**src/rtl/spi_wr_sched.sv**
```systemverilog
// -----------------------------------------------------------------------------
// spi_wr_sched
//
// Round-robin scheduler in front of a write-only SPI master. NREQ requesters
// share one cs/sclk/mosi bus. Each grant sends one frame: a command byte
// {1'b1, adr[6:0]} followed by NBIT data bits, MSB first. Slaves oversample
// sclk/cs with the system clock and capture mosi on rising sclk.
//
// Ports
//   clk     in   system clock
//   rst     in   synchronous reset, active-high
//   req     in   [NREQ]       per-requester request level, held until ack
//   adr_in  in   [7*NREQ]     slave address, requester i at [7i+6:7i]
//   dat_in  in   [NBIT*NREQ]  write data, requester i at [NBIT*i+NBIT-1:NBIT*i]
//   ack     out  [NREQ]       one-cycle pulse: request accepted, adr/data latched
//   done    out  one-cycle pulse on the last GAP cycle after a frame
//   busy    out  high from the ack cycle until the end of GAP
//   cs      out  chip select, active-low
//   sclk    out  SPI clock, idle low
//   mosi    out  SPI data
//
// Frame timing relative to the ack cycle (cycle 0), defaults shown:
//   cs low on cycles 1..132, first rising sclk on cycle 5,
//   cs high again from cycle 133, done on cycle 140, busy low on cycle 141.
// cs/sclk/mosi are registered decodes of the state one cycle earlier, so the
// state machine runs one cycle ahead of the pins it drives.
// -----------------------------------------------------------------------------
module spi_wr_sched #(
    parameter int unsigned NREQ = 4,
    parameter int unsigned NBIT = 8,
    parameter int unsigned DIV  = 4,
    parameter int unsigned GAP  = 8
) (
    input  logic                 clk,
    input  logic                 rst,
    input  logic [NREQ-1:0]      req,
    input  logic [7*NREQ-1:0]    adr_in,
    input  logic [NBIT*NREQ-1:0] dat_in,
    output logic [NREQ-1:0]      ack,
    output logic                 done,
    output logic                 busy,
    output logic                 cs,
    output logic                 sclk,
    output logic                 mosi
);

    localparam int unsigned FrameLen = 8 + NBIT;
    localparam int unsigned PtrW     = (NREQ > 1) ? $clog2(NREQ) : 1;
    localparam int unsigned DivW     = $clog2(DIV);
    localparam int unsigned GapW     = $clog2(GAP + 1);
    localparam int unsigned BitW     = $clog2(FrameLen + 1);

    // The trailing cs time is zero extra cycles: the last sclk low phase is the
    // trailing time, so the shift state hands over straight to the gap state.
    typedef enum logic [1:0] {
        StIdle,
        StLead,
        StShift,
        StGap
    } state_e;

    state_e              state_q;
    logic [PtrW-1:0]     last_q;
    logic [FrameLen-1:0] shreg_q;
    logic [DivW-1:0]     div_q;
    logic [GapW-1:0]     gap_q;
    logic [BitW-1:0]     bit_q;
    logic                hi_q;
    logic [NREQ-1:0]     ack_q;
    logic                done_q;
    logic                busy_q;
    logic                cs_q;
    logic                sclk_q;
    logic                mosi_q;

    // -------------------------------------------------------------------------
    // Round-robin arbitration: first set request searching upward from
    // last_q + 1, wrapping. Reset value of last_q is NREQ-1 so requester 0
    // wins first.
    // -------------------------------------------------------------------------
    logic            gnt_valid;
    logic [PtrW-1:0] gnt_idx;
    logic [PtrW-1:0] cand;

    always_comb begin
        gnt_valid = 1'b0;
        gnt_idx   = '0;
        cand      = '0;
        for (int unsigned k = 1; k <= NREQ; k++) begin
            cand = PtrW'((32'(last_q) + k) % NREQ);
            if (!gnt_valid && req[cand]) begin
                gnt_valid = 1'b1;
                gnt_idx   = cand;
            end
        end
    end

    // Select the granted requester's address and data.
    logic [6:0]      sel_adr;
    logic [NBIT-1:0] sel_dat;

    always_comb begin
        sel_adr = '0;
        sel_dat = '0;
        for (int unsigned i = 0; i < NREQ; i++) begin
            if (gnt_idx == PtrW'(i)) begin
                sel_adr = adr_in[7*i +: 7];
                sel_dat = dat_in[NBIT*i +: NBIT];
            end
        end
    end

    // -------------------------------------------------------------------------
    // Frame state machine with registered outputs.
    // -------------------------------------------------------------------------
    always_ff @(posedge clk) begin
        if (rst) begin
            state_q <= StIdle;
            last_q  <= PtrW'(NREQ - 1);
            shreg_q <= '0;
            div_q   <= '0;
            gap_q   <= '0;
            bit_q   <= '0;
            hi_q    <= 1'b0;
            ack_q   <= '0;
            done_q  <= 1'b0;
            busy_q  <= 1'b0;
            cs_q    <= 1'b1;
            sclk_q  <= 1'b0;
            mosi_q  <= 1'b0;
        end else begin
            ack_q  <= '0;
            done_q <= 1'b0;

            unique case (state_q)
                StIdle: begin
                    cs_q   <= 1'b1;
                    sclk_q <= 1'b0;
                    mosi_q <= 1'b0;
                    if (gnt_valid) begin
                        ack_q   <= {{(NREQ-1){1'b0}}, 1'b1} << gnt_idx;
                        busy_q  <= 1'b1;
                        shreg_q <= {1'b1, sel_adr, sel_dat};
                        last_q  <= gnt_idx;
                        div_q   <= '0;
                        state_q <= StLead;
                    end
                end

                // cs low, sclk low, first bit on mosi for DIV cycles.
                StLead: begin
                    cs_q   <= 1'b0;
                    sclk_q <= 1'b0;
                    mosi_q <= shreg_q[FrameLen-1];
                    if (div_q == DivW'(DIV - 1)) begin
                        div_q   <= '0;
                        hi_q    <= 1'b1;
                        bit_q   <= BitW'(FrameLen);
                        state_q <= StShift;
                    end else begin
                        div_q <= div_q + DivW'(1);
                    end
                end

                // Alternating DIV-cycle high and low phases. The shift happens at
                // the end of the high phase, so mosi and the falling sclk reach the
                // pins on the same cycle.
                StShift: begin
                    cs_q   <= 1'b0;
                    sclk_q <= hi_q;
                    mosi_q <= shreg_q[FrameLen-1];
                    if (div_q == DivW'(DIV - 1)) begin
                        div_q <= '0;
                        if (hi_q) begin
                            hi_q    <= 1'b0;
                            shreg_q <= {shreg_q[FrameLen-2:0], 1'b0};
                            bit_q   <= bit_q - BitW'(1);
                        end else if (bit_q == '0) begin
                            gap_q   <= '0;
                            state_q <= StGap;
                        end else begin
                            hi_q <= 1'b1;
                        end
                    end else begin
                        div_q <= div_q + DivW'(1);
                    end
                end

                // GAP cycles of cs high; done lands on the last one. One extra
                // state cycle keeps busy up through the done cycle, so the IDLE
                // cycle that follows is the only busy-low cycle between frames.
                StGap: begin
                    cs_q   <= 1'b1;
                    sclk_q <= 1'b0;
                    mosi_q <= 1'b0;
                    if (gap_q == GapW'(GAP - 1)) begin
                        done_q <= 1'b1;
                    end
                    if (gap_q == GapW'(GAP)) begin
                        busy_q  <= 1'b0;
                        state_q <= StIdle;
                    end else begin
                        gap_q <= gap_q + GapW'(1);
                    end
                end

                default: begin
                    state_q <= StIdle;
                end
            endcase
        end
    end

    assign ack  = ack_q;
    assign done = done_q;
    assign busy = busy_q;
    assign cs   = cs_q;
    assign sclk = sclk_q;
    assign mosi = mosi_q;

endmodule

```
**config.mk**
```make
export PLATFORM = sky130hd
export DESIGN_NAME = spi_wr_sched
export DESIGN_NICKNAME = d
export VERILOG_FILES = /design/src/rtl/spi_wr_sched.sv
export SDC_FILE = /design/constraint.sdc
export NUM_CORES = 1
export LEC_CHECK = 0
export CAP_MARGIN = 20
export CORE_MARGIN = 4
export CORE_UTILIZATION = 45
export CTS_CLUSTER_SIZE = 10
export DETAILED_ROUTE_END_ITERATION = 16
export PLACE_DENSITY_LB_ADDON = 0.3
export SLEW_MARGIN = 15
export SYNTH_ARGS = -nofsm -noshare
export SYNTH_HDL_FRONTEND = slang
export SYNTH_SLANG_ARGS = --single-unit
```
**constraint.sdc**
```tcl
create_clock -name clk -period 1.87 [get_ports clk]
set_clock_uncertainty 0.15 [all_clocks]
set_input_delay 0.374 -clock clk [delete_from_list [all_inputs] [get_ports clk]]
set_output_delay 0.374 -clock clk [all_outputs]
set_load 0.05 [all_outputs]
```
==> results of run 1 <==
-- registers in the layout, summed over array words and instances, names as in the netlist --
signal   cells
hi_q         1
gap_q        4
bit_q        5
ack          4
busy         1
state_q      2
done         1
div_q        2
mosi         1
shreg_q     16
cs           1
sclk         1
last_q       2
-- synth_stat cells (7+ instances only) --
library cell  count
o211a_1           9
buf_2            10
ha_1              9
dfxtp_1          41
clkbuf_1          7
o21ai_0           8
nor2_1           30
nand2_1          19
o21ai_1           7
a221oi_2         11
mux2i_1          11
a221oi_1          9
nor3_1           15
inv_1            21
nor2b_1          19
nand3_1           8
a21oi_1          14
-- what timing repair did --
action                     in CTS  in global routing
gates cloned                    0                  1
resized for setup              27                 56
pin swaps                       7                 29
buffers inserted                1                 16
setup endpoints to repair      27                 23
-- cells by family (layout without fill, tap and decap cells) --
family	count (synthesis)	in the layout	synth area share
AO/OA/AOI/OAI	99	99	0.305
XOR/XNOR	6	6	0.0184
adder cells (fa/ha/maj)	9	9	0.0394
buffers and inverters	46	181	0.0805
flip-flops	41	41	0.287
multiplexers	14	14	0.0516
AND/OR/NAND/NOR	119	119	0.218
-- critical path: stages (launching register included) --
cell and delay [ns]:
dfxtp_2 0.35, inv_2 0.08, ha_4 0.19, buf_12 0.12, o41ai_4 0.08, buf_6 0.14
nor3_4 0.31, o221ai_2 0.15, o32ai_1 0.31
-- worst max path at each step --
stage	from	end	slack, ns	cells past startpoint
global route	state_q[0]	shreg_q[2]	-0.14	8
finish	state_q[1]	shreg_q[2]	-0.12	8
detailed placement	req[1]	shreg_q[13]	-0.64	8
global placement	req[1]	shreg_q[14]	-0.50	8
floorplan	bit_q[0]	state_q[0]	-0.06	7
CTS	bit_q[0]	state_q[0]	-0.05	7
-- area by class of cell --
type | instances | area [um2] | area share
flip-flops and latches | 41 | 833 | 0.175
well taps | 75 | 93.8 | 0.0197
inverters | 21 | 81.3 | 0.0171
clock buffers | 5 | 68.8 | 0.0145
clock inverters | 3 | 65.1 | 0.0137
repair buffers | 152 | 1400 | 0.293
multi-input cells | 247 | 2220 | 0.467
-- power groups by stage --
stage / registers (uW) / logic, uW / clock network, uW
2_1_floorplan: 1440 / 2080 / 0
3_5_place_dp: 1330 / 3290 / 0
5_1_grt: 1400 / 4410 / 921
4_1_cts: 1330 / 3440 / 868
6_report: 1370 / 4180 / 877
3_3_place_gp: 1320 / 3220 / 0
-- stage by stage --
| stage | power (uW) | cell area, um2 |
|---|---|---|
| after floorplan | 3520 | 2990 |
| after global placement | 4540 | 4150 |
| after detailed placement | 4620 | 4150 |
| after CTS | 5640 | 4400 |
| after global routing | 6730 | 4760 |
| final | 6430 | 4760 |
-- per-layer routing --
layer	up-vias	GRT usage	share of wire	wire length (um)
li1	1497	-	-	-
met1	1521	0.256	0.39	3760
met2	109	0.413	0.54	5180
met3	12	0.0376	0.049	469
met4	0	0.0697	0.011	108
met5	-	0	0	0
==> results by group, run 1 <==
Global route
  – Largest net degree at the start of global routing: 37
  – First-pass GRT wire length: 13700 um
  – Vias in the first global route: 3051
  – Grt ovf: 0
  – Total track usage: 0.222
  – Initial antenna violation count: 0

Worst hold path
  – Min-Delay Path Class: reg2reg
  – Hold path start: busy
  – WHS Path Cells: 2
  – Hold EP: busy

Setup path
  – Reg-to-Reg End: shreg_q[2]
  – FF-to-FF path depth: 8
  – Critical Path RT: 1.92 ns
  – Reg2reg setup slack: -0.12 ns
  – CP arrival: 2.04 ns
  – Worst Setup Path Type: reg2reg
  – Worst-path fanout max: 5
  – Crit end category: flip-flop
  – FF-to-FF Start: state_q[1]
  – Startpoint Class: flip-flop

Run
  – Max cap viols: 0

Clock network
  – Clock-pin slew on the worst setup and hold paths: 0.08 ns
  – Clk sinks: 41
  – Hold-fix buffers at CTS: 0
  – Clock latency on the worst-skew pair: 0.31 ns
  – CTS Root Cell: clkbuf_8
  – CTS tree: yes
  – Htree depth: 2
  – Longest Clk Path Bufs: 2
  – CTS buffer count: 5

Placed design
  – Post-Place Cells: 518
  – Post-DP HPWL: 6100 um
  – Number of port buffers: 74
  – Placer Congestion: 0.905
  – Placement Setup Slack: -0.636 ns

Logic synthesis
  – Syn Inst Count: 334
  – Share of the synthesized area in the top cell type: 0.287
  – Syn avg cell area: 8.56 um2
  – Syn Nets: 409
  – Synth area leaders: dfxtp_1 (29%), a221oi_2 (5.8%), nor2b_1 (4.2%), ha_1 (3.9%), nor2_1 (3.9%)
  – Register area share after synthesis: 0.287
  – Synth cell types: 60
  – Area leader, netlist: dfxtp_1
  – Mapped cell area: 2860 um2
  – Post-synth top flop: dfxtp_1
  – Asr flop ratio synth: 0
  – Yosys warnings: 0
  – Post-synth EDFFs: 0
  – Yosys reg bits: 41

Power
  – Power Density: 1350 nW/um2
  – Peak supply drop: 0.000943 V
  – Sequential Power Share: 0.214
  – Psw: 2560 uW
  – Comb power frac: 0.650
  – Switching portion of total power: 0.398
  – Leakage: 0.00189 uW
  – Pint: 3870 uW
  – Clk network pwr share: 0.137

Drt
  – Iteration-0 DRC Markers: 178
  – WL per Instance: 17.5 um
  – Drt via density: 5.77
  – Post-DRT Antenna Nets: 0
  – Final wirelength: 9520 um
  – Drt pass-1 iters: 4
  – Vias post-DR: 3139
  – DRC: 0

STA
  – Worst-Margin Slew: 0.408 ns
  – Setup TNS: -0.554 ns
  – Final setup violation count: 12
  – Max Freq: 503 MHz
  – Post-layout worst setup margin: -0.118 ns
  – Hold Slack: 0.333 ns
  – Max_slew headroom: 0.725
  – Slew Viols, Final: 0
  – Fin crit period: 1.99 ns
  – RSZ-0062 raised after global routing: yes
  – Fin crit share: 1.06
  – Final Hold Fails: 0

Floorplanning
  – Ports: 75
  – Initial Util: 0.472
  – Num rows: 28
  – Die X: 87.7 um
  – Die height: 87.7 um
  – Core Area: 6060 um2
  – Die Area: 7700 um2

Outcome
  – Violated checks: setup timing
  – Outcome: complete, but fails checks

Layout
  – Syn-to-layout area delta: 66.4%
  – Leading cell type in the layout, fill and taps excluded: buf_4
  – Share of cells above drive strength 1: 0.384
  – Final core utilization: 0.785
  – Commonest cells after routing, fill and taps aside: buf_4 (69), clkdlybuf4s50_1 (61), dfxtp_1 (35), nor2_1 (24)
  – Ant diodes: 0
  – Fillers: 371
  – Count of nets after finishing: 543
  – Final cell count without fillers: 544
No activity file was read; power rests on OpenSTA's default activity.
==> run 2, diff against run 1 <==
Settings changed: CTS_CLUSTER_DIAMETER from default to 200.
==> results of run 2 <==
Same layout as run 1: the final DEF is identical, and so are final timing and power.
